==> src/rtl/arrow_lane_manager.sv <==
`default_nettype none
// +------------------------------------------------------------------------+
// | Module      : arrow_lane_manager                                       |
// | Description : Tracks scrolling rhythm-game arrows in a fixed pool of   |
// |               slots: spawns, per-frame scrolling, press judgement      |
// |               (GOOD/BAD/MISS) and saturating score.                    |
// | Options     : ARROW_COMBO_EN adds combo / max_combo outputs.           |
// | Revision    : 1.0 - initial release                                    |
// +------------------------------------------------------------------------+
module arrow_lane_manager #(
  parameter int LANES       = 4,
  parameter int SLOTS       = 10,
  parameter int SPAWN_Y     = 480,
  parameter int TARGET_Y    = 40,
  parameter int HIT_WINDOW  = 16,
  parameter int SCROLL_STEP = 1
) (
  input  logic                  arrowClk,
  input  logic                  reset_n,
  input  logic                  frame_tick,
  input  logic                  shiftUp,
  input  logic [LANES-1:0]      stripArrows,
  input  logic [LANES-1:0]      press,
  output logic [SLOTS-1:0]      slot_valid,
  output logic [SLOTS*10-1:0]   slot_y,
  output logic [SLOTS*4-1:0]    spriteID,
  output logic                  judge_valid,
  output logic [1:0]            judge_code,
  output logic [15:0]           score,
  output logic                  overflow
`ifdef ARROW_COMBO_EN
  ,
  output logic [7:0]            combo,
  output logic [7:0]            max_combo
`endif
);

  localparam logic [1:0] C_GOOD = 2'd0;
  localparam logic [1:0] C_BAD  = 2'd1;
  localparam logic [1:0] C_MISS = 2'd2;

  // Per-slot state
  logic [SLOTS-1:0] valid_q, valid_d;
  logic [2:0]       lane_q [SLOTS];
  logic [2:0]       lane_d [SLOTS];
  logic [9:0]       y_q    [SLOTS];
  logic [9:0]       y_d    [SLOTS];

  // Judgement / score state
  logic             judge_valid_q;
  logic [1:0]       judge_code_q, judge_code_d;
  logic [15:0]      score_q, score_d;
  logic             overflow_q;

  // Combinational helpers
  logic [SLOTS-1:0] w_in_win;
  logic [SLOTS-1:0] w_hit;
  logic [3:0]       w_good_cnt;
  logic             w_bad;
  logic             w_miss;
  logic             w_found;
  logic             w_taken;
  logic [4:0]       w_free;
  logic [4:0]       w_pop;
  logic             w_spawn_ok;
  logic             w_ovf;
  logic [LANES-1:0] w_remain;
  logic [16:0]      w_score_sum;

  function automatic logic [3:0] sprite_of(input logic [2:0] ln);
    case (ln)
      3'd0:    sprite_of = 4'h6;
      3'd1:    sprite_of = 4'h4;
      3'd2:    sprite_of = 4'h5;
      3'd3:    sprite_of = 4'h7;
      default: sprite_of = {1'b0, ln};
    endcase
  endfunction

  for (genvar s = 0; s < SLOTS; s++) begin : g_slot
    assign w_in_win[s] = (y_q[s] >= 10'(TARGET_Y))
                       ? ((y_q[s] - 10'(TARGET_Y)) <= 10'(HIT_WINDOW))
                       : ((10'(TARGET_Y) - y_q[s]) <= 10'(HIT_WINDOW));
    assign slot_valid[s]        = valid_q[s];
    assign slot_y[s*10 +: 10]   = valid_q[s] ? y_q[s] : 10'd0;
    assign spriteID[s*4 +: 4]   = valid_q[s] ? sprite_of(lane_q[s]) : 4'hF;
  end

  // Per pressed lane, claim the lowest in-window slot of that lane (pre-step y)
  always_comb begin
    w_hit      = '0;
    w_good_cnt = 4'd0;
    w_bad      = 1'b0;
    w_found    = 1'b0;
    for (int l = 0; l < LANES; l++) begin
      w_found = 1'b0;
      if (press[l]) begin
        for (int s = 0; s < SLOTS; s++) begin
          if (!w_found && valid_q[s] && (lane_q[s] == 3'(l)) && w_in_win[s]) begin
            w_found  = 1'b1;
            w_hit[s] = 1'b1;
          end
        end
        if (w_found) w_good_cnt = w_good_cnt + 4'd1;
        else         w_bad      = 1'b1;
      end
    end
  end

  // Free slots are counted from the current state so freed slots wait a cycle
  always_comb begin
    w_free = 5'd0;
    w_pop  = 5'd0;
    for (int s = 0; s < SLOTS; s++) w_free = w_free + {4'd0, ~valid_q[s]};
    for (int l = 0; l < LANES; l++) w_pop  = w_pop  + {4'd0, stripArrows[l]};
    w_spawn_ok = shiftUp && (w_pop != 5'd0) && (w_pop <= w_free);
    w_ovf      = shiftUp && (w_pop > w_free);
  end

  // Slot next state: hit, scroll/retire, or spawn into an empty slot
  always_comb begin
    valid_d  = valid_q;
    lane_d   = lane_q;
    y_d      = y_q;
    w_miss   = 1'b0;
    w_taken  = 1'b0;
    w_remain = stripArrows;
    for (int s = 0; s < SLOTS; s++) begin
      w_taken = 1'b0;
      if (valid_q[s]) begin
        if (w_hit[s]) begin
          valid_d[s] = 1'b0;
          y_d[s]     = 10'd0;
        end else if (frame_tick) begin
          if (y_q[s] < 10'(SCROLL_STEP)) begin
            valid_d[s] = 1'b0;
            y_d[s]     = 10'd0;
            w_miss     = 1'b1;
          end else begin
            y_d[s] = y_q[s] - 10'(SCROLL_STEP);
          end
        end
      end else if (w_spawn_ok) begin
        for (int l = 0; l < LANES; l++) begin
          if (!w_taken && w_remain[l]) begin
            w_taken     = 1'b1;
            w_remain[l] = 1'b0;
            valid_d[s]  = 1'b1;
            lane_d[s]   = 3'(l);
            y_d[s]      = 10'(SPAWN_Y);
          end
        end
      end
    end
  end

  // Judgement code priority GOOD > BAD > MISS; score saturates
  always_comb begin
    judge_code_d = judge_code_q;
    if (w_good_cnt != 4'd0) judge_code_d = C_GOOD;
    else if (w_bad)         judge_code_d = C_BAD;
    else if (w_miss)        judge_code_d = C_MISS;
    w_score_sum = {1'b0, score_q} + {13'd0, w_good_cnt};
    score_d     = w_score_sum[16] ? 16'hFFFF : w_score_sum[15:0];
  end

  // State registers with synchronous active-low reset
  always_ff @(posedge arrowClk) begin
    if (!reset_n) begin
      valid_q       <= '0;
      for (int s = 0; s < SLOTS; s++) begin
        lane_q[s] <= 3'd0;
        y_q[s]    <= 10'd0;
      end
      judge_valid_q <= 1'b0;
      judge_code_q  <= C_GOOD;
      score_q       <= 16'd0;
      overflow_q    <= 1'b0;
    end else begin
      valid_q       <= valid_d;
      lane_q        <= lane_d;
      y_q           <= y_d;
      judge_valid_q <= (w_good_cnt != 4'd0) || w_bad || w_miss;
      judge_code_q  <= judge_code_d;
      score_q       <= score_d;
      overflow_q    <= overflow_q | w_ovf;
    end
  end

  assign judge_valid = judge_valid_q;
  assign judge_code  = judge_code_q;
  assign score       = score_q;
  assign overflow    = overflow_q;

`ifdef ARROW_COMBO_EN
  logic [7:0] combo_q, combo_d;
  logic [7:0] max_combo_q, max_combo_d;
  logic [8:0] w_combo_sum;

  // Combo breaks on any BAD or MISS, otherwise grows by the GOOD count
  always_comb begin
    w_combo_sum = {1'b0, combo_q} + {5'd0, w_good_cnt};
    if (w_bad || w_miss) combo_d = 8'd0;
    else                 combo_d = w_combo_sum[8] ? 8'hFF : w_combo_sum[7:0];
    max_combo_d = (combo_d > max_combo_q) ? combo_d : max_combo_q;
  end

  // Combo registers
  always_ff @(posedge arrowClk) begin
    if (!reset_n) begin
      combo_q     <= 8'd0;
      max_combo_q <= 8'd0;
    end else begin
      combo_q     <= combo_d;
      max_combo_q <= max_combo_d;
    end
  end

  assign combo     = combo_q;
  assign max_combo = max_combo_q;
`endif

endmodule
`default_nettype wire

==> config.mk <==
export PLATFORM = sky130hd
export DESIGN_NAME = arrow_lane_manager
export DESIGN_NICKNAME = d
export VERILOG_FILES = /design/src/rtl/arrow_lane_manager.sv
export SDC_FILE = /design/constraint.sdc
export NUM_CORES = 1
export LEC_CHECK = 0
export BUFFER_PORTS_ARGS = -buffer_cell sky130_fd_sc_hd__buf_2
export CORE_MARGIN = 2
export CORE_UTILIZATION = 36
export CTS_CLUSTER_DIAMETER = 40
export DETAILED_ROUTE_END_ITERATION = 10
export MAX_ROUTING_LAYER = met4
export REMOVE_ABC_BUFFERS = 1
export SLEW_MARGIN = 20
export SYNTH_ARGS = -nofsm -noshare
export SYNTH_HDL_FRONTEND = slang
export SYNTH_SLANG_ARGS = --single-unit
==> constraint.sdc <==
create_clock -name arrowClk -period 5.8 [get_ports arrowClk]
set_clock_uncertainty 0.05 [all_clocks]
set_input_delay 1.16 -clock arrowClk [delete_from_list [all_inputs] [get_ports arrowClk]]
set_output_delay 1.16 -clock arrowClk [all_outputs]
set_load 0.02 [all_outputs]
# Word-level counts from Yosys, hierarchy flattened
# Index checks and enable logic that the tools add are counted.
# Widths: inputs -> output; s select.
[totals] ram_bits=0 mem_count=0 romBits=0 regBits=160 out_inout_bits=170 latchBits=0 in_bits=12 wordCells=1015
[classes] add_sub_neg=46 n_reduce_logical=282 shift=0 n_mul=0 mux=567 n_eq_ne=40 order_cmp=42 bitwise_logic=12 div=0
[ops] op="$mux 10" n=104
[ops] op="$mux 1" n=378
[ops] op="$le 10x5->1 const B" n=20
[ops] op="$logic_and 1x1->1" n=149
[ops] op="$mux 4" n=34
[ops] op="$mux 3" n=40
[ops] op="$pmux 3 s4" n=10
[ops] op="$ge 10x6->1 const B" n=10
[ops] op="$lt 10x1->1 const B" n=10
[ops] op="$sub 10x1->10 const B" n=10
[ops] op="$sub 10x6->10 const B" n=10
[ops] op="$sub 6x10->10 const A" n=10
[ops] op="$logic_not 1->1" n=66
[ops] op="$eq 3x2->1 const B" n=20
[ops] op="$reduce_and 3->1" n=20
[ops] op="$reduce_bool 5->1" n=11
[ops] op="$reduce_bool 4->1" n=11
[ops] op="$eq 3x1->1 const B" n=10
[ops] op="$logic_not 3->1" n=10
[ops] op="$ne 3x2->1 const B" n=10
[ops] op="$add 5x1->5" n=5
[ops] op="$reduce_bool 2->1" n=11
[ops] op="$add 16x4->17" n=1
[ops] op="$mux 16" n=1
[ops] op="12 further kinds" n=28

# Depth between registers and ports, before layout
# Gate-level depths: netlist of run 1.
[logic_depth] word_depth=191 mapped_depth=30 ltp_nobuf=29

# Worst setup path before layout of run 1
# OpenSTA, ideal clock, no wires.
[synth_timing] kind="reg2reg" startpoint="reg valid_q[0] (netlist: slot_valid[0])" endpoint="reg y_q[31] in the netlist's numbering" arrival_ps=6662 path_stages_with_launch=25 required_ps=5680 setup_ps=70 n_path_buf=3 synth_period_minus_slack_ps=6783 slack_ps=-983 cell_sequence="dfxtp_1 -> buf_2 -> clkbuf_1 -> clkinv_1 -> fa_1 -> inv_1 -> fa_1 -> inv_1 -> fa_1 -> ha_1 -> fa_1 -> xor2_1 -> ha_1 -> a21oi_1 -> and2_1 -> buf_2 -> o32ai_1 -> a21o_1 -> and2_1 -> o21a_1 -> or3_1 -> a2111oi_2 -> nor3_2 -> or3_1 -> a21oi_1"
[synth_between] elab_chain_cells=52 word_cells_on_any_way=299 cone_classes="add/sub: 9; order compare: 1; eq/ne: 1; mux: 143; bitwise: 1; reduce/logical: 144"
[synth_rtl] element="from (decl)" line="43" source="logic [SLOTS-1:0] valid_q, valid_d;"
[synth_rtl] element="from (signal assigned)" line="180" source="valid_q <= valid_d;"
[synth_rtl] element="$not 1->1 (no source line)"
[synth_rtl] element="$add 1x1->2" line="114" source="for (int s = 0; s < SLOTS; s++) w_free = w_free + {4'd0, ~valid_q[s]};"
[synth_rtl] element="$add 2x1->3" line="114"
[synth_rtl] element="$add 3x1->4" line="114"
[synth_rtl] element="$add 4x1->5" line="114"
[synth_rtl] element="$add 5x1->5 (5 in series)" line="114"
[synth_rtl] element="$le 4x5->1" line="116" source="w_spawn_ok = shiftUp && (w_pop != 5'd0) && (w_pop <= w_free);"
[synth_rtl] element="$logic_and 1x1->1" line="116"
[synth_rtl] element="(+32 left out)"
[synth_rtl] element="$logic_and 1x1->1 or $mux 1 (tied branches)" line="145" source="if (!w_taken && w_remain[l]) begin"
[synth_rtl] element="$mux 1 (on tied branches)" line="145, 143"
[synth_rtl] element="$mux 4 or $mux 1 (tied branches)" line="143, 130"
[synth_rtl] element="$mux 4 or $logic_not 1->1 (tied branches)" line="130, 145"
[synth_rtl] element="$logic_and 1x1->1" line="145"
[synth_rtl] element="$mux 10" line="145"
[synth_rtl] element="$mux 10" line="143" source="end else if (w_spawn_ok) begin"
[synth_rtl] element="$mux 10" line="130" source="if (valid_q[s]) begin"
[synth_rtl] element="to (signal assigned)" line="182" source="y_q <= y_d;"
[synth_rtl] element="to (decl)" line="46" source="logic [9:0] y_q [SLOTS];"
# Parallel ways exist; a longest one is shown, timed or not. The select of a mux whose other input is x is not followed.
# A chain may end at the register's enable or synchronous reset.

# Worst setup path after layout of run 1
# Ends and elaborated chain as after synthesis.

==> flow_metrics.py, run 1 <==
metrics = {
    "outcome": {
        "outcome": "finished, violations left",
        "violations": "negative setup slack",
    },
    "min_path": {
        "hold_depth": 2,
        "min_to": "y_q[81]",
        "hp-start": "y_q[81]",
        "hp-class": "register to register",
    },
    "synth": {
        "ys.flop_type": "dfxtp_1",
        "async_flop_share": 0,
        "synth_commonest_cells": "nor2_1 (213), nand2_1 (158), dfxtp_1 (150)",
        "synth_seq_cells": 150,
        "synth.avg_cell_area_um2": 7.26,
        "yosys_warnings": 0,
        "yosysTopAreaCellShare": 0.221,
        "yosys.cell_types.count": 105,
        "synth_most_common_cell": "nor2_1",
        "yosysSeqAreaShare": 0.221,
        "synthTopCellsByArea": "dfxtp_1 (22%), ha_1 (8.1%), nor2_1 (5.9%)",
        "synthCells": 1874,
        "synth_area_um2": 13600,
        "yosysTopAreaCell": "dfxtp_1",
        "synth_edf_count": 0,
    },
    "timing": {
        "holdWs_ns": 0.444,
        "slew_violations": 0,
        "clock.fmax_mhz": 171,
        "max_slew.worst_pin.slew_ns": 0.936,
        "setup_tns_ns": -0.104,
        "fin_crit_ns": 5.84,
        "grt_setup_unrepaired": "yes",
        "setup_ws_ns": -0.0439,
        "period_share": 1.01,
        "hold_viol": 0,
        "setup_viol": 5,
        "slew_headroom": 0.371,
    },
    "worst_setup_path": {
        "crit_chain": "inv_4, fa_1, inv_2, fa_1, inv_1, fa_1, ha_2, fa_2, xor2_1, ha_1, nand3b_1, and2_4, buf_6, o211ai_1, buf_4, a21o_1, nand2_2, a22o_1, or3_4, a2111oi_4, buf_4, nor3_4, or3_1, a21oi_1",
        "cpMostUsedCell": "fa_1",
        "r2r_slack_ns": -0.04,
        "crit_slowest_cell": "fa_1",
        "crit_fanout": 7,
        "worst-setup-path-type": "register to register",
        "crit_path_end_kind": "register",
        "cp-start-kind": "register",
        "cp.arrival_ns": 6.18,
        "r2r-end": "y_q[31]",
        "r2r_cells": 24,
        "r2r_start": "slot_valid[0]",
        "critPathTopFamily": "adder cells",
        "cp.required_ns": 6.14,
        "path_buf_inv": 6,
        "critPathMaxStageDelay_ns": 0.55,
    },
    "clock_network": {
        "tritoncts": "done",
        "clock-root-buffer": "clkbuf_16",
        "worstSkewPairLatency_ns": 0.46,
        "cts.clk_slew.worst_paths_ns": 0.07,
        "cts_buffer_depth": 2,
        "numCtsBuffers": 17,
        "cts_max_level": 4,
        "postCtsHoldBufs": 0,
        "clock-sinks": 150,
    },
    "flow_run": {
        "drv_cap": 0,
    },
    "detailed_routing": {
        "wl_um": 49900,
        "detail-route-antenna-nets": 0,
        "post_drt_wl_per_cell_um": 18.2,
        "drc": 0,
        "routed_via_density": 5.72,
        "drt_pass1_iterations": 8,
        "first_iter_violations": 1194,
        "vias": 15700,
    },
    "power_and_ir_drop": {
        "power_density_nw_per_um2": 524,
        "p_leak_nw": 7.46,
        "vdd_drop_max_v": 0.000283,
    },
    "floorplan": {
        "core_area_um2": 37500,
        "ios": 182,
        "start_util": 0.363,
        "rows": 71,
        "die_w_um": 198,
        "dieHeight_um": 198,
        "die_area_um2": 39400,
    },
    "global_route": {
        "grt_pass1_vias": 14200,
        "grt_max_degree": 64,
        "gr-total-overflow": 0,
        "antenna_found_initial": 1,
        "track_usage": 0.251,
        "grt_pass1_wl_um": 76100,
    },
    "placement": {
        "routabilityCongestion": 0.949,
        "port_buffers": 181,
        "placedInstanceArea_um2": 16300,
        "dp_hpwl_um": 37600,
    },
    "final_layout": {
        "final_area_um2": 17800,
        "regArea_um2": 3030,
        "multi_input_area_um2": 10500,
        "syn_to_final_growth_pct": 31.0,
        "drive_gt1_frac": 0.290,
        "nets": 2323,
        "nFillCells": 3798,
    },
}
## how the worst max path moves through the flow
| stage | cells past startpoint | to | from |
|---|---|---|---|
| finish | 24 | y_q[31] | slot_valid[0] |
| global route | 24 | y_q[31] | slot_valid[0] |
| CTS | 27 | score[10] | y_q[91] |
| detailed placement | 23 | y_q[32] | slot_valid[0] |
| global placement | 23 | y_q[24] | slot_valid[0] |
| floorplan | 20 | y_q[17] | slot_valid[0] |
## power by group
part	switching (mW)	total [mW]	internal, mW
logic	3.79	6.66	2.87
clock network	0.543	1.15	0.609
registers	0.280	1.53	1.25
total	4.61	9.35	4.74
## placed cells by master, fill, tap and decap left out, types with 13 or more instances in the layout
master and instances:
clkbuf_16 17, a21o_1 14, dfxtp_1 133, o211ai_1 20
nor2_1 209, a31oi_1 16, xor2_1 18, o21ai_1 19
o21a_1 21, nand2_1 153, nand2b_1 23, nor3_1 85
nand4_1 20, dfxtp_2 15, nor4_1 14, and2_1 66
buf_4 211, and3_1 13, inv_1 96, o21ai_0 77
nor2b_1 28, buf_2 182, ha_1 82, or3_1 31
buf_6 15, xnor2_1 18, a21oi_1 126, nand3_1 80
a21oi_2 18
## final cells by class
type,count,share of cell area
Multi-Input combinational cell,1523,0.587
Antenna cell,1,0.000140
Clock buffer,17,0.0239
Tap cell,511,0.0359
Timing Repair Buffer,408,0.149
Sequential cell,150,0.170
Inverter,115,0.0245
Clock inverter,15,0.00891
## kinds of logic after synthesis
kind of cell,count (synthesis),share of synthesized area
AO/OA/AOI/OAI,524,0.269
multiplexers,17,0.0130
flip-flops,150,0.221
adder cells (fa/ha/maj),102,0.0971
AND/OR/NAND/NOR,843,0.319
XOR/XNOR,36,0.0232
buffers and inverters,202,0.0586
## per-stage QoR
stage | worst slack (ns) | util | power, mW | std cells
6_report | -0.0439 | 0.476 | 9.35 | 2740
5_1_grt | -0.253 | 0.476 | 10.0 | 2740
4_1_cts | 0.00501 | 0.454 | 8.58 | 2717
3_5_place_dp | -0.329 | 0.435 | 7.19 | 2679
3_3_place_gp | -0.159 | 0.435 | 7.08 | 2679
2_1_floorplan | -1.66 | - | 4.92 | 1787
## worst reg2reg max path, stage by stage, from the launching register on
cell and delay (ns):
dfxtp_2 0.35, inv_4 0.04, fa_1 0.55, inv_2 0.04, fa_1 0.50, inv_1 0.05
fa_1 0.46, ha_2 0.21, fa_2 0.33, xor2_1 0.17, ha_1 0.37, nand3b_1 0.14
and2_4 0.18, buf_6 0.13, o211ai_1 0.19, buf_4 0.16, a21o_1 0.14, nand2_2 0.06
a22o_1 0.21, or3_4 0.36, a2111oi_4 0.33, buf_4 0.20, nor3_4 0.06, or3_1 0.37
a21oi_1 0.14
## routing by layer
metal	global-route usage	up-vias	wire length, um
li1	-	7525	-
met1	0.328	7485	22100
met2	0.402	572	23200
met3	0.0349	85	3340
met4	0.0749	0	1210
met5	-	-	0
## registers in the layout (all words and copies together), names as in the netlist
name,flops
score,16
slot_valid,10
judge_code,2
lane_q,20
judge_valid,1
y_q,100
overflow,1
## repair_timing
action | CTS | global route
gates cloned | 1 | 2
gates resized for setup | 28 | 173
buffers inserted | 5 | 20
pin swaps | 9 | 61
endpoints found under the setup margin | 73 | 95
No activity file was read; power rests on OpenSTA's default activity.
==> run 2, diff against run 1 <==
Settings changed: ABC_AREA from default to 1.
==> flow_metrics.py, run 2 <==
metrics = {
    "power_and_ir_drop": {
        "switching_share": 0.535,
        "comb_power_share": 0.682,
        "pwr-share-seq": 0.178,
        "power_density_nw_per_um2": 532,
        "clock_power_share": 0.140,
        "vdd_drop_max_v": 0.000230,
        "switchingPower_mw": 4.74,
        "p_leak_nw": 9.06,
        "internal_power_mw": 4.12,
    },
    "timing": {
        "setup_tns_ns": 0,
        "period_share": 0.968,
        "fin_crit_ns": 5.61,
        "slew_headroom": 0.344,
        "grt_setup_unrepaired": "yes",
        "clock.fmax_mhz": 178,
        "slew_violations": 0,
        "max_slew.worst_pin.slew_ns": 0.983,
        "hold_viol": 0,
        "setup_viol": 0,
    },
    "clock_network": {
        "cts_buffer_depth": 2,
        "tritoncts": "done",
        "worstSkewPairLatency_ns": 0.45,
        "clock-sinks": 150,
        "numCtsBuffers": 17,
        "cts.clk_slew.worst_paths_ns": 0.07,
        "cts_max_level": 4,
        "clock-root-buffer": "clkbuf_16",
    },
    "worst_setup_path": {
        "r2r_slack_ns": 0.19,
        "cp.required_ns": 6.05,
        "worst-setup-path-type": "register to register",
        "cp.arrival_ns": 5.86,
        "crit_fanout": 13,
        "crit_path_end_kind": "register",
        "path_buf_inv": 7,
        "cp-start-kind": "register",
        "critPathMaxStageDelay_ns": 0.51,
        "crit_slowest_cell": "fa_1",
        "critPathTopFamily": "adder cells",
    },
    "synth": {
        "yosys.cell_types.count": 59,
        "yosys_warnings": 0,
        "synth_seq_cells": 150,
        "yosysTopAreaCell": "dfxtp_1",
        "synth_most_common_cell": "nand2_1",
        "synthCells": 2298,
        "synth_commonest_cells": "nand2_1 (569), inv_1 (423), nor2_1 (269)",
        "synthTopCellsByArea": "dfxtp_1 (22%), nand2_1 (16%), inv_1 (12%)",
        "yosysTopAreaCellShare": 0.219,
        "synth_edf_count": 0,
        "async_flop_share": 0,
        "ys.flop_type": "dfxtp_1",
        "yosysSeqAreaShare": 0.219,
        "synth_area_um2": 13700,
        "synth.avg_cell_area_um2": 5.96,
    },
    "global_route": {
        "grt_pass1_wl_um": 68600,
        "track_usage": 0.221,
        "gr-total-overflow": 0,
        "grt_max_degree": 43,
        "antenna_found_initial": 4,
        "grt_pass1_vias": 13900,
    },
    "detailed_routing": {
        "wl_met1_um": 20300,
        "post_drt_wl_per_cell_um": 14.2,
        "wl_met2_um": 19600,
        "wl_um": 43200,
        "vias": 15200,
        "first_iter_violations": 937,
        "drc": 0,
        "drt_pass1_iterations": 6,
        "detail-route-antenna-nets": 0,
        "dr.max_layer_used": "met4",
        "routed_via_density": 4.99,
        "met3_length_um": 2240,
    },
    "final_layout": {
        "drive_gt1_frac": 0.200,
        "fin_util": 0.444,
        "nets": 2631,
        "fin_cells": 3051,
        "top_register": "y_q",
        "layout_commonest_cell": "nand2_1",
        "nFillCells": 3983,
        "largest_reg_flops": 100,
        "syn_to_final_growth_pct": 21.8,
        "final_cell_mix": "nand2_1 (541), inv_1 (404), nor2_1 (257)",
    },
    "placement": {
        "port_buffers": 181,
        "routabilityCongestion": 0.963,
        "placed_cells": 2993,
        "dp_hpwl_um": 33300,
    },
    "outcome": {
        "outcome": "complete, no violations",
    },
    "floorplan": {
        "rows": 71,
        "ios": 182,
        "dieHeight_um": 199,
        "start_util": 0.364,
        "die_w_um": 199,
        "core_area_um2": 37600,
        "die_area_um2": 39600,
    },
    "min_path": {
        "hp-class": "register to register",
    },
    "flow_run": {
        "drv_cap": 0,
    },
}
-- run 2: final cells by class --
type                    count  area, um2  area share
multi-input cells        1650       9170       0.550
flip-flops and latches    150       3030       0.182
inverters                 445       1680       0.101
repair buffers            259       1500      0.0898
well taps                 511        639      0.0384
clock buffers              18        439      0.0263
clock inverters            14        200      0.0120
diodes                      4       10.0    0.000601
-- run 2: timing repair --
item                       in CTS  in global routing
pin swaps                       0                 24
buffers inserted                0                 20
gates cloned                    0                  2
setup endpoints to repair       2                 82
hold buffers                    0                  0
resized for setup               3                144
-- run 2: worst paths after layout --
check / from / end / cells after the start
worst max-delay path: slot_valid[3] / y_q[20] / 30
worst min register to register: judge_code[0] / judge_code[0] / 2
worst min-delay path: judge_code[0] / judge_code[0] / 2
worst max register to register: slot_valid[3] / y_q[20] / 30
-- run 2: per-layer routing --
layer	vias up	GRT usage
li1	7752	-
met1	6990	0.292
met2	427	0.350
met3	61	0.0251
met4	0	0.0790
met5	-	-
-- run 2: kinds of logic (layout without fill, tap and decap cells) --
| logic type | Yosys count | after routing | share of synthesized area |
|---|---|---|---|
| compound gates | 313 | 313 | 0.134 |
| xor+xnor | 43 | 43 | 0.0275 |
| fa+ha+maj | 96 | 96 | 0.0921 |
| buf+inv | 499 | 736 | 0.140 |
| flops | 150 | 150 | 0.219 |
| other cells | 0 | 4 | 0 |
| simple gates | 1197 | 1198 | 0.386 |
-- run 2: power groups by stage --
stage	clock (mW)	sequential, mW	combinational (mW)
finish	1.24	1.57	6.05
floorplan	0	1.63	3.95
global placement	0	1.58	5.39
CTS	1.28	1.56	5.52
detailed placement	0	1.58	5.49
global route	1.31	1.62	6.82
-- run 2: metrics by stage --
step / hold slack [ns] / total power, mW / cell area, um2 / setup WS [ns]
finish: 0.410 / 8.86 / 16700 / 0.188
global route: 0.423 / 9.74 / 16700 / -0.158
CTS: 0.407 / 8.35 / 16100 / 0.0291
detailed placement: 0.395 / 7.07 / 15400 / -0.0990
global placement: 0.397 / 6.97 / 15400 / 0.0263
floorplan: 0.402 / 5.58 / 13400 / -0.364
-- run 2: worst register-to-register path: cells and delay by family (launching register included) --
| family | cells | cell delay, ns |
|---|---|---|
| AND/OR/NAND/NOR | 13 | 1.38 |
| buffers and inverters | 7 | 0.70 |
| flip-flops | 1 | 0.33 |
| adder cells (fa/ha/maj) | 6 | 2.28 |
| XOR/XNOR | 1 | 0.17 |
| AO/OA/AOI/OAI | 3 | 0.56 |
